[src/rtl/n2_arf_key_loader_if.sv]
// Bundle between the AES key loader and its surroundings: command channel,
// key-word stream, ARF read snoop and the registered ARF write port.
interface n2_arf_key_loader_if #(
    parameter int unsigned AW = 4
);
    logic          cmd_valid;
    logic          cmd_ready;
    logic [AW-1:0] cmd_base;
    logic [5:0]    cmd_nwords;
    logic          kw_valid;
    logic          kw_ready;
    logic [31:0]   kw_data;
    logic [AW-1:0] rd_addr;
    logic          rd_enable;
    logic [AW-1:0] wr_addr;
    logic [63:0]   wr_data;
    logic [1:0]    wr_enable;
    logic          busy;
    logic          done;
    logic          err;

    // Loader side
    modport slave (
        input  cmd_valid, cmd_base, cmd_nwords, kw_valid, kw_data, rd_addr, rd_enable,
        output cmd_ready, kw_ready, wr_addr, wr_data, wr_enable, busy, done, err
    );

    // Command issuer / ARF side
    modport master (
        output cmd_valid, cmd_base, cmd_nwords, kw_valid, kw_data, rd_addr, rd_enable,
        input  cmd_ready, kw_ready, wr_addr, wr_data, wr_enable, busy, done, err
    );
endinterface

[src/rtl/n2_arf_key_loader.sv]
// Write-side sequencer for the SPU AES key register file. Packs pairs of
// 32b expanded-key words into 64b half-entry writes and holds a write for as
// long as the ARF is reading the same entry in that cycle.
module n2_arf_key_loader #(
    parameter int unsigned ENTRIES   = 16,
    parameter int unsigned AW        = 4,
    parameter int unsigned MAX_WORDS = 60
) (
    input logic                  l2clk,
    input logic                  reset,
    n2_arf_key_loader_if.slave   bus
);
    typedef enum logic [1:0] {IDLE, COLLECT, WRITE, DONE} state_t;

    state_t        state_q;
    logic [AW-1:0] base_q;
    logic [5:0]    nwords_q;
    logic [5:0]    k_q;        // words accepted so far
    logic [4:0]    pair_q;     // half-writes issued so far (= k_pair/2)
    logic [31:0]   buf0_q;
    logic [31:0]   buf1_q;
    logic [AW-1:0] wr_addr_q;
    logic [63:0]   wr_data_q;
    logic [1:0]    wr_en_q;
    logic          done_q;
    logic          err_q;

    logic [AW-1:0] tgt_d;
    logic          conflict_d;
    logic          cmd_bad_d;

    // Target entry of the pending pair and same-cycle read collision
    always_comb begin
        tgt_d      = AW'((32'(base_q) + 32'(pair_q[4:1])) % ENTRIES);
        conflict_d = bus.rd_enable && (bus.rd_addr == tgt_d);
        cmd_bad_d  = (bus.cmd_nwords == 6'd0) || (32'(bus.cmd_nwords) > MAX_WORDS);
    end

    assign bus.cmd_ready = (state_q == IDLE);
    assign bus.kw_ready  = (state_q == COLLECT);
    assign bus.busy      = (state_q != IDLE);
    assign bus.wr_addr   = wr_addr_q;
    assign bus.wr_data   = wr_data_q;
    assign bus.wr_enable = wr_en_q;
    assign bus.done      = done_q;
    assign bus.err       = err_q;

    // Command/word sequencing FSM with registered ARF write port and pulses
    always_ff @(posedge l2clk) begin
        if (reset) begin
            state_q   <= IDLE;
            base_q    <= '0;
            nwords_q  <= '0;
            k_q       <= '0;
            pair_q    <= '0;
            buf0_q    <= '0;
            buf1_q    <= '0;
            wr_addr_q <= '0;
            wr_data_q <= '0;
            wr_en_q   <= '0;
            done_q    <= 1'b0;
            err_q     <= 1'b0;
        end else begin
            wr_en_q <= '0;
            done_q  <= 1'b0;
            err_q   <= 1'b0;
            case (state_q)
                IDLE: begin
                    if (bus.cmd_valid) begin
                        if (cmd_bad_d) begin
                            err_q <= 1'b1;
                        end else begin
                            base_q   <= bus.cmd_base;
                            nwords_q <= bus.cmd_nwords;
                            k_q      <= '0;
                            pair_q   <= '0;
                            state_q  <= COLLECT;
                        end
                    end
                end
                COLLECT: begin
                    if (bus.kw_valid) begin
                        // An even word clears the upper slot so an odd final word packs as {0, word}
                        if (!k_q[0]) begin
                            buf0_q <= bus.kw_data;
                            buf1_q <= '0;
                        end else begin
                            buf1_q <= bus.kw_data;
                        end
                        k_q <= k_q + 6'd1;
                        if (k_q[0] || ((k_q + 6'd1) == nwords_q)) begin
                            state_q <= WRITE;
                        end
                    end
                end
                WRITE: begin
                    if (!conflict_d) begin
                        wr_addr_q <= tgt_d;
                        wr_data_q <= {buf1_q, buf0_q};
                        wr_en_q   <= pair_q[0] ? 2'b10 : 2'b01;
                        pair_q    <= pair_q + 5'd1;
                        state_q   <= (k_q == nwords_q) ? DONE : COLLECT;
                    end
                end
                DONE: begin
                    done_q  <= 1'b1;
                    state_q <= IDLE;
                end
                default: state_q <= IDLE;
            endcase
        end
    end
endmodule

[src/flat_wrapper.sv]
// flat-port wrapper written by rule: the top's interface ports become plain ports
module n2_arf_key_loader_flat 
#(
    parameter int unsigned ENTRIES   = 16,
    parameter int unsigned AW        = 4,
    parameter int unsigned MAX_WORDS = 60
)
  (l2clk, reset, bus_cmd_valid, bus_cmd_base, bus_cmd_nwords, bus_kw_valid, bus_kw_data, bus_rd_addr, bus_rd_enable, bus_cmd_ready, bus_kw_ready, bus_wr_addr, bus_wr_data, bus_wr_enable, bus_busy, bus_done, bus_err);
  n2_arf_key_loader_if #(.AW(AW)) bus_i ();
  input logic l2clk;
  input logic reset;
  input wire logic [$bits(bus_i.cmd_valid)-1:0] bus_cmd_valid;
  input wire logic [$bits(bus_i.cmd_base)-1:0] bus_cmd_base;
  input wire logic [$bits(bus_i.cmd_nwords)-1:0] bus_cmd_nwords;
  input wire logic [$bits(bus_i.kw_valid)-1:0] bus_kw_valid;
  input wire logic [$bits(bus_i.kw_data)-1:0] bus_kw_data;
  input wire logic [$bits(bus_i.rd_addr)-1:0] bus_rd_addr;
  input wire logic [$bits(bus_i.rd_enable)-1:0] bus_rd_enable;
  output wire logic [$bits(bus_i.cmd_ready)-1:0] bus_cmd_ready;
  output wire logic [$bits(bus_i.kw_ready)-1:0] bus_kw_ready;
  output wire logic [$bits(bus_i.wr_addr)-1:0] bus_wr_addr;
  output wire logic [$bits(bus_i.wr_data)-1:0] bus_wr_data;
  output wire logic [$bits(bus_i.wr_enable)-1:0] bus_wr_enable;
  output wire logic [$bits(bus_i.busy)-1:0] bus_busy;
  output wire logic [$bits(bus_i.done)-1:0] bus_done;
  output wire logic [$bits(bus_i.err)-1:0] bus_err;
  assign bus_i.cmd_valid = bus_cmd_valid;
  assign bus_i.cmd_base = bus_cmd_base;
  assign bus_i.cmd_nwords = bus_cmd_nwords;
  assign bus_i.kw_valid = bus_kw_valid;
  assign bus_i.kw_data = bus_kw_data;
  assign bus_i.rd_addr = bus_rd_addr;
  assign bus_i.rd_enable = bus_rd_enable;
  assign bus_cmd_ready = bus_i.cmd_ready;
  assign bus_kw_ready = bus_i.kw_ready;
  assign bus_wr_addr = bus_i.wr_addr;
  assign bus_wr_data = bus_i.wr_data;
  assign bus_wr_enable = bus_i.wr_enable;
  assign bus_busy = bus_i.busy;
  assign bus_done = bus_i.done;
  assign bus_err = bus_i.err;
  n2_arf_key_loader #(.ENTRIES(ENTRIES), .AW(AW), .MAX_WORDS(MAX_WORDS)) u_core (.l2clk(l2clk), .reset(reset), .bus(bus_i));
endmodule
[config.mk]
export PLATFORM = sky130hd
export DESIGN_NAME = n2_arf_key_loader_flat
export DESIGN_NICKNAME = d
export VERILOG_FILES = /design/src/rtl/n2_arf_key_loader_if.sv /design/src/rtl/n2_arf_key_loader.sv /design/src/flat_wrapper.sv
export SDC_FILE = /design/constraint.sdc
export NUM_CORES = 1
export LEC_CHECK = 0
export ABC_AREA = 1
export ABC_CLOCK_PERIOD_IN_PS = 2300
export BUFFER_PORTS_ARGS = -buffer_cell sky130_fd_sc_hd__buf_2
export CAP_MARGIN = 20
export CORE_MARGIN = 1.5
export CORE_UTILIZATION = 49
export DETAILED_ROUTE_END_ITERATION = 16
export PLACE_DENSITY = 0.77
export SLEW_MARGIN = 20
export SYNTH_ARGS = -nofsm -noshare
export SYNTH_HDL_FRONTEND = slang
export SYNTH_SLANG_ARGS = --single-unit
[constraint.sdc]
create_clock -name l2clk -period 2.3 [get_ports l2clk]
set_clock_uncertainty 0.15 [all_clocks]
set_input_delay 0.345 -clock l2clk [delete_from_list [all_inputs] [get_ports l2clk]]
set_output_delay 0.345 -clock l2clk [all_outputs]
set_load 0.005 [all_outputs]
# Word level (Yosys, flattened, before mapping)
# Index checks and enable logic that the tools add are counted.
[word_totals]
output_inout_bits = 75
input_bits = 51
ff_bits = 159
word_cells = 69
[classes]
bitwise = 6
muxes = 19
n_reduce_logical = 17
add_sub_neg = 3
magnitude_cmp = 1
n_eq_ne = 11
[op_table]
columns = ["op", "n"]
rows = [
  ["two-way mux 32 bit", 1],
  ["two-way mux 6 bit", 3],
  ["two-way mux 5 bit", 3],
  ["two-way mux 2 bit", 7],
  ["equality test 6 bit", 2],
  ["one-hot mux 6 bit (2 select lines)", 1],
  ["one-hot mux 5 bit (2 select lines)", 1],
  ["!= test 2 bit, second input constant", 4],
  ["one-hot mux 2 bit (4 select lines)", 1],
  ["AND reduction 4 bit", 2],
  ["adder 6 x 1 -> 6 bit, second input constant", 1],
  ["> comparator 6 bit, second input constant", 1],
  ["zero test 6 bit", 1],
  ["inverter 1 bit", 6],
  ["AND reduction 3 bit", 2],
  ["nonzero test 2 bit", 3],
  ["OR reduction 3 bit", 2],
  ["adder 5 x 1 -> 5 bit, second input constant", 1],
  ["AND reduction 5 bit", 1],
  ["adder 4 bit", 1],
  ["equality test 2 bit, second input constant", 2],
  ["equality test 4 bit", 1],
  ["AND reduction 2 bit", 2],
  ["equality test 2 x 1 -> 1 bit, second input constant", 1],
  ["5 further kinds", 7],
]

# Logic depth before layout (Yosys ltp)
# Gate-level depths: netlist of the first run.
[logic_depth]
depth_word = 6
ltp_mapped = 15
ltp_nobuf = 14

# Least setup slack after synthesis of the first run
# No wires, ideal clock.
[synth_path]
kind = "reg-to-reg"
startpoint = "register u_core.pair_q[1]"
endpoint = "register u_core.pair_q[0]"
slack_ns = 0.043
required_ns = 2.027
setup_ns = 0.123
arrival_ns = 1.984
synth_period_minus_slack_ns = 2.257
path_buffers = 2
stages_incl_launch_ff = 13
cell_sequence = "dfxtp_1 ha_1 fa_1 xnor2_1 o211ai_1 nor2_1 nand2_2 nand2_4 inv_2 buf_8 buf_8 o21ai_1 a21oi_1"
[synth_between]
elab_chain_len = 5
[synth_rtl]
columns = ["item", "line", "source"]
rows = [
  ["from (decl)", "n2_arf_key_loader.sv:19", "logic [4:0] pair_q;"],
  ["from (signal assigned)", "n2_arf_key_loader.sv:101", "pair_q <= pair_q + 5'd1;"],
  ["adder 4 bit", "n2_arf_key_loader.sv:34", "tgt_d = AW'((32'(base_q) + 32'(pair_q[4:1])) % ENTRIES);"],
  ["via u_core.tgt_d[1]", "n2_arf_key_loader.sv:28", "logic [AW-1:0] tgt_d;"],
  ["equality test 4 bit", "n2_arf_key_loader.sv:35", "conflict_d = bus.rd_enable && (bus.rd_addr == tgt_d);"],
  ["logical AND 1 bit", "n2_arf_key_loader.sv:35", ""],
  ["!= test 2 bit (no line)", "n/a", ""],
  ["AND reduction 4 bit (no line)", "n/a", ""],
]
# The timed path passes the listed nets, and every way through them passes these cells.
# A chain may end at the register's enable or synchronous reset.

# Worst setup path in the final report of the first run
[layout_path]
startpoint = "register u_core.base_q[0]"
endpoint = "register u_core.wr_data_q[59] (netlist: u_core.bus.wr_data[59])"
[layout_between]
elab_chain_len = 5
[layout_rtl]
columns = ["item", "line", "source"]
rows = [
  ["from (decl)", "n2_arf_key_loader.sv:16", "logic [AW-1:0] base_q;"],
  ["from (signal assigned)", "n2_arf_key_loader.sv:73", "base_q <= bus.cmd_base;"],
  ["adder 4 bit", "n2_arf_key_loader.sv:34", ""],
  ["via u_core.tgt_d[1]", "n2_arf_key_loader.sv:28", ""],
  ["equality test 4 bit", "n2_arf_key_loader.sv:35", ""],
  ["logical AND 1 bit", "n2_arf_key_loader.sv:35", ""],
  ["inverter 1 bit (no line)", "n/a", ""],
  ["AND reduction 2 bit (no line)", "n/a", ""],
  ["to (signal assigned)", "n2_arf_key_loader.sv:99", "wr_data_q <= {buf1_q, buf0_q};"],
  ["to (decl)", "n2_arf_key_loader.sv:23", "logic [63:0] wr_data_q;"],
]
# The timed path passes the listed nets, and every way through them passes these cells.

==> results of run 1 <==
==> per-layer routing <==
layer / wire, um / up-vias / GRT usage, %
met5: 0 / - / 0
met4: 303 / 0 / 9.63
met3: 1060 / 25 / 4.97
met2: 7340 / 188 / 34.2
met1: 7630 / 2541 / 35.2
li1: - / 2852 / -
==> cells in the final DEF, fill, tap and decap left out, types with 2 or more instances in the layout <==
master,instances
buf_4,16
buf_6,2
nand4_1,4
o21ai_0,72
nand2_8,2
clkinv_2,3
nand2_1,62
nor2_1,150
o21ai_2,19
inv_1,59
bufinv_16,4
o21ai_4,3
inv_2,3
nand3b_1,3
buf_16,3
buf_2,125
nor3_1,2
inv_6,3
o21ai_1,20
xnor2_2,2
a21oi_1,78
clkinvlp_4,3
o22ai_1,2
a211oi_1,29
nand3_1,27
clkbuf_8,2
dfxtp_2,2
xor2_1,4
ha_1,4
clkbuf_16,21
nor2_2,10
buf_12,5
dfxtp_1,157
a21oi_2,8
==> state kept, by name, indices dropped and copies added (netlist names), 2 cells and up <==
name and cells:
u_core.bus.wr_enable 2, u_core.bus.wr_data 64, u_core.buf1_q 32, u_core.k_q 6, u_core.buf0_q 32, u_core.bus.wr_addr 4, u_core.state_q 2, u_core.nwords_q 6
u_core.pair_q 5, u_core.base_q 4
==> through the flow <==
stage	area (sq um)	worst slack, ps	power [mW]	setup TNS (ps)	util [%]
6_report	8030	-102	10.4	-2670	66.1
5_1_grt	8030	-179	11.1	-8510	66.1
4_1_cts	7740	-81.3	9.97	-3770	63.6
3_5_place_dp	7000	-105	6.78	-4160	57.6
3_3_place_gp	7000	-41.6	6.70	-721	57.6
2_1_floorplan	6200	42.6	5.79	0	-
==> timing repair <==
| item | CTS | global route |
|---|---|---|
| pin swaps | 5 | 7 |
| buffers inserted | 0 | 1 |
| resized for setup | 45 | 48 |
| cloned | 1 | 5 |
| hold endpoints to repair | 0 | 0 |
| setup endpoints to repair | 73 | 77 |
==> cell families (layout without fill, tap and decap cells) <==
kind of cell	count (synthesis)	after routing	share of synthesized area, %
xor gates and xnor gates	6	6	0.847
DFF	159	159	51.3
AOI/OAI and AO/OA	235	235	20.7
buffers and inverters	115	251	8.53
adders and majority gates	6	6	1.33
and+or+nand+nor	264	264	17.3
==> tightest hold or removal path, delay by kind of cell <==
family	cells	cell delay (ps)
AND/OR/NAND/NOR	2	110
buffers and inverters	1	110
==> worst paths after layout <==
path	from	endpoint	slack (ps)
setup / recovery	u_core.base_q[0]	u_core.bus.wr_data[59]	-100
hold / removal	bus_cmd_valid	u_core.bus.err	40
setup reg to reg	u_core.base_q[0]	u_core.bus.wr_data[59]	-100
hold reg to reg	u_core.base_q[2]	u_core.base_q[2]	300
==> power breakdown <==
part	leakage, nW	internal, mW	total [mW]	switching, mW
clock	0.306	1.88	3.01	1.14
sequential	1.30	3.50	3.93	0.433
combinational	1.83	1.54	3.50	1.97
==> final cells by class <==
class | instances | area share (%)
timing repair buffer | 155 | 13.1
timing repair inverter | 1 | 0.109
clock inverter | 13 | 2.29
tap | 168 | 2.62
multi-input combinational | 511 | 33.5
sequential | 159 | 39.7
inverter | 63 | 3.10
clock buffer | 19 | 5.64
==> results by group, run 1 <==
Status
  – Status: complete, but fails checks
  – Violated checks: negative setup slack

Clocking
  – Num CTS Buffers: 17
  – Worst skew pair latency: roughly 430 ps
  – CTS tree: yes
  – CTS root buf: clkbuf_16
  – Clk buf depth: 2
  – Hold buffers post-CTS: 0
  – Clk sinks: between 150 and 200
  – Clock transition at path regs: approximately 60 ps
  – Level count of the clock H-tree: 4

Place
  – Placed cell count: roughly 1100
  – PortBufs: around 130
  – Hpwl dp: 10300 um
  – Gpl congestion: 0.884

GRT
  – Pin count of the biggest net entering global routing: between 80 and 90
  – First-pass GRT wire length: approximately 25000 um
  – Initial antenna violation count: 0
  – Total gr overflow: 0
  – Vias in the first global route: about 5000
  – Tot GR Track Use: a little under a quarter

Cells and area
  – # fillers: 1029
  – Final instance count without filler cells: ~1100
  – Area occupied by multi-input gates: 0.00269 sq mm
  – Layout cells sized above 1: 26.5%
  – Layout net count: just under 1000
  – Diode count: 0
  – Synth-to-Final Area Change: 29.6%
  – Storage cell area: 0.00319 sq mm

Timing
  – Fin crit period: 2400 ps
  – Rel. slew slack: about two thirds
  – Fin crit share: 104%
  – FMAX: 416 MHz
  – Setup Viol. Count Final: between 60 and 70
  – Slew @ Worst Pin: about 510 ps
  – Setup WS post-layout: -102 ps
  – Fin. Hold Viols: 0
  – Final hold slack: between 30 and 40 ps
  – RSZ-0062 raised after global routing: true
  – Max-slew violation count: 0

Floorplanning
  – Die height: around 120 um
  – Die Footprint: 0.0133 sq mm
  – Num ports: roughly 130
  – Row count: 40
  – Initial core utilization: between 50% and 60%
  – Core ar.: roughly 0.012 sq mm
  – Die Wd: 115 um

Worst setup path
  – Critical path peak fanout: 7
  – CP Buf/Inv Count: 2
  – Startpoint Class: flip-flop
  – Worst setup path class: reg2reg
  – Req. time, crit path: 2470 ps
  – Family with the most delay on the worst path: adder cells
  – Worst setup EP type: flip-flop
  – Worst-path cell chain: ha_4 -> fa_2 -> xnor2_2 -> o211ai_1 -> nor2_2 -> nand2_2 -> nand2_8 -> clkinv_8 -> clkbuf_16 -> o21ai_1 -> a21oi_1
  – Max incr delay on CP: approximately 550 ps
  – Slowest CP cell: fa_2
  – CP Depth: 11
  – Critical Path AT: 2570 ps
  – R2R depth: 11

Yosys
  – Synth async-reset ratio: 0%
  – Sequential area share after synthesis: between 50% and 60%
  – Commonest cells post-synth: 159 x dfxtp_1, 159 x nor2_1, 104 x o21ai_0
  – Gate Count Post-Synth: 785
  – Post-Synthesis Cell Area: 0.00620 sq mm
  – FF+latch count, synth: 159
  – Ys flop type: dfxtp_1
  – Area contributors post-synth: dfxtp_1 51%, nor2_1 9.6%, o21ai_0 8.4%
  – Syn nets: roughly 840
  – EDFF count, synth: 0
  – Mean post-synth cell area: around 7.9 sq um
  – Synth top area share: just over 50%
  – Synth warn: 0
  – Netlist cell types: 33
  – Yosys top cell by area: dfxtp_1

Flow run
  – Max-cap violations: 0

Route
  – Via count: approximately 5600
  – Post-detailed-route count of antenna-violating nets: 0
  – DRT iter0 DRCs: a little over 300
  – DRT Pass-1 Iters: 5
  – Detailed-route vias per instance: 5.15
  – Final WL: 16300 um
  – WL/cell: roughly 15 um
  – DRC Markers: 0

Hold path
  – Hold crit path type: in2reg
  – Hold path depth: 3

Power
  – LEAKAGE: 3.44 nW
  – Max IR drop VDD: approximately 0.6 mV
  – PD cells: about 1300 mW/mm^2
No activity file was read; power rests on OpenSTA's default activity.
==> inputs of run 2 (changes only) <==
--- a/config.mk
+++ b/config.mk
@@ -13,6 +13,7 @@
 export CORE_UTILIZATION = 49
 export DETAILED_ROUTE_END_ITERATION = 16
 export PLACE_DENSITY = 0.77
+export RECOVER_POWER = 50
 export SLEW_MARGIN = 20
 export SYNTH_ARGS = -nofsm -noshare
 export SYNTH_HDL_FRONTEND = slang
==> results by group, run 2 (synthesis results as in run 1) <==
Status
  – Status: complete, but fails checks
  – Violated checks: negative setup slack

Timing
  – Rel. slew slack: about two thirds
  – Fin crit period: 2400 ps
  – RSZ-0062 raised after global routing: true
  – Final hold slack: approximately 39 ps
  – Max-slew violation count: 0
  – Setup WS post-layout: -96.3 ps
  – Slew @ Worst Pin: 512 ps
  – Fin crit share: 104%
  – Setup Viol. Count Final: 59
  – FMAX: 417 MHz
  – Fin. Hold Viols: 0

Cells and area
  – Max FFs per register: 64
  – # fillers: about 1100
  – Synth-to-Final Area Change: 28.6%
  – Diode count: 0
  – Commonest cells after routing, fill and taps aside: 157 x dfxtp_1, 150 x nor2_1, 82 x buf_2, 78 x a21oi_1, 72 x o21ai_0
  – Layout net count: 965
  – Final core utilization: 65.6%
  – Layout cells sized above 1: approximately 22%
  – Commonest non-fill, non-tap cell in the layout: dfxtp_1
  – Final instance count without filler cells: 1089

Clocking
  – Num CTS Buffers: 17
  – Clock transition at path regs: about 60 ps
  – Level count of the clock H-tree: 4
  – Clk buf depth: 2
  – CTS tree: yes
  – Clk sinks: between 150 and 200
  – CTS root buf: clkbuf_16
  – Worst skew pair latency: around 430 ps
  – Hold buffers post-CTS: 0

Route
  – Final WL: between 15000 and 20000 um
  – DRT Pass-1 Iters: 4
  – Post-detailed-route count of antenna-violating nets: 0
  – Via count: between 5000 and 6000
  – DRT iter0 DRCs: 323
  – WL/cell: 15.0 um
  – Detailed-route vias per instance: 5.14
  – DRC Markers: 0

Worst setup path
  – CP Buf/Inv Count: 2
  – Worst setup EP type: flip-flop
  – Worst setup path class: reg2reg
  – Critical path peak fanout: 7
  – Startpoint Class: flip-flop
  – Family with the most delay on the worst path: adder cells
  – Reg-to-reg endpoint: u_core.bus.wr_data[59]
  – Max incr delay on CP: between 500 and 600 ps
  – Critical Path AT: 2560 ps
  – Worst-path cell chain: ha_4 -> fa_2 -> xnor2_2 -> o211ai_1 -> nor2_2 -> nand2_2 -> nand2_8 -> clkinv_8 -> clkbuf_16 -> o21ai_1 -> a21oi_1
  – Req. time, crit path: roughly 2500 ps
  – R2R Setup Slk: -100 ps
  – Worst r2r src: u_core.base_q[0]
  – Slowest CP cell: fa_2
  – R2R depth: 11

Floorplanning
  – Core ar.: around 0.012 sq mm
  – Num ports: 126
  – Die height: about 120 um
  – Die Footprint: between 0.01 and 0.015 sq mm
  – Die Wd: 115 um
  – Row count: 40
  – Initial core utilization: 51.0%

Place
  – Gpl congestion: between 0.8 and 0.9
  – PortBufs: about 130
  – Placed cell count: ~1100
  – Hpwl dp: approximately 10000 um

Power
  – Max IR drop VDD: roughly 0.6 mV
  – LEAKAGE: about 3.3 nW
  – PD cells: 1300 mW/mm^2

Hold path
  – Hold crit path type: in2reg
  – Hold path depth: 3
  – Hold path startpoint: bus_cmd_valid
  – Hold endpoint: u_core.bus.err

GRT
  – Tot GR Track Use: about a quarter
  – Pin count of the biggest net entering global routing: 82
  – Initial antenna violation count: 0
  – First-pass GRT wire length: ~25000 um
  – Total gr overflow: 0
  – Vias in the first global route: 4982

Flow run
  – Max-cap violations: 0
run 2: worst max path at each step:
stage / to / depth (start not counted) / start / slack [ps]
3_5_place_dp: u_core.bus.wr_data[17] / 12 / u_core.pair_q[1] / -100
5_1_grt: u_core.bus.wr_data[40] / 11 / u_core.base_q[0] / -180
2_1_floorplan: u_core.pair_q[0] / 12 / u_core.pair_q[1] / 40
6_report: u_core.bus.wr_data[59] / 11 / u_core.base_q[0] / -100
3_3_place_gp: u_core.bus.wr_addr[3] / 12 / u_core.pair_q[1] / -40
4_1_cts: u_core.bus.wr_data[62] / 11 / u_core.pair_q[1] / -80
run 2: area by class of cell:
cell class / count / area (sq um) / area share [%]
multi-input cells: 511 / 2690 / 33.8
flip-flops and latches: 159 / 3190 / 39.9
repair inverters: 1 / 8.76 / 0.110
well taps: 168 / 210 / 2.64
inverters: 63 / 249 / 3.12
clock buffers: 19 / 453 / 5.68
clock inverters: 13 / 184 / 2.31
repair buffers: 155 / 993 / 12.5
run 2: routing by layer:
| layer | up-vias | global-route usage, % | share of wire, % |
|---|---|---|---|
| met1 | 2540 | 35.2 | 47 |
| li1 | 2856 | - | - |
| met5 | - | 0 | 0 |
| met2 | 175 | 34.2 | 45 |
| met3 | 31 | 4.97 | 6.1 |
| met4 | 0 | 9.63 | 2.1 |
run 2: repair_timing:
action / CTS / global route
pin swaps: 5 / 7
gates resized for setup: 45 / 48
cloned: 1 / 5
setup buffers: 0 / 1
endpoints found under the setup margin: 73 / 77
run 2: through the flow:
stage / worst slack [ps] / setup TNS [ps] / total power [mW] / area (sq um)
6_report: -96.3 / -2260 / 10.4 / 7980
5_1_grt: -179 / -8510 / 11.0 / 7980
4_1_cts: -81.3 / -3770 / 9.97 / 7740
3_5_place_dp: -105 / -4160 / 6.78 / 7000
3_3_place_gp: -41.6 / -721 / 6.70 / 7000
2_1_floorplan: 42.6 / 0 / 5.79 / 6200
run 2: where the power goes:
| group | total, mW | internal (mW) | switching, mW |
|---|---|---|---|
| clock | 3.01 | 1.88 | 1.14 |
| combinational | 3.43 | 1.47 | 1.96 |
| sequential | 3.94 | 3.50 | 0.439 |
| total | 10.4 | 6.84 | 3.54 |
run 2: worst reg2reg max path: cells and delay by family (launching register included):
family	cells	cell delay [ps]
compound gates	3	320
xor+xnor	1	110
fa+ha+maj	2	710
buf+inv	2	290
flops	1	330
simple gates	3	370
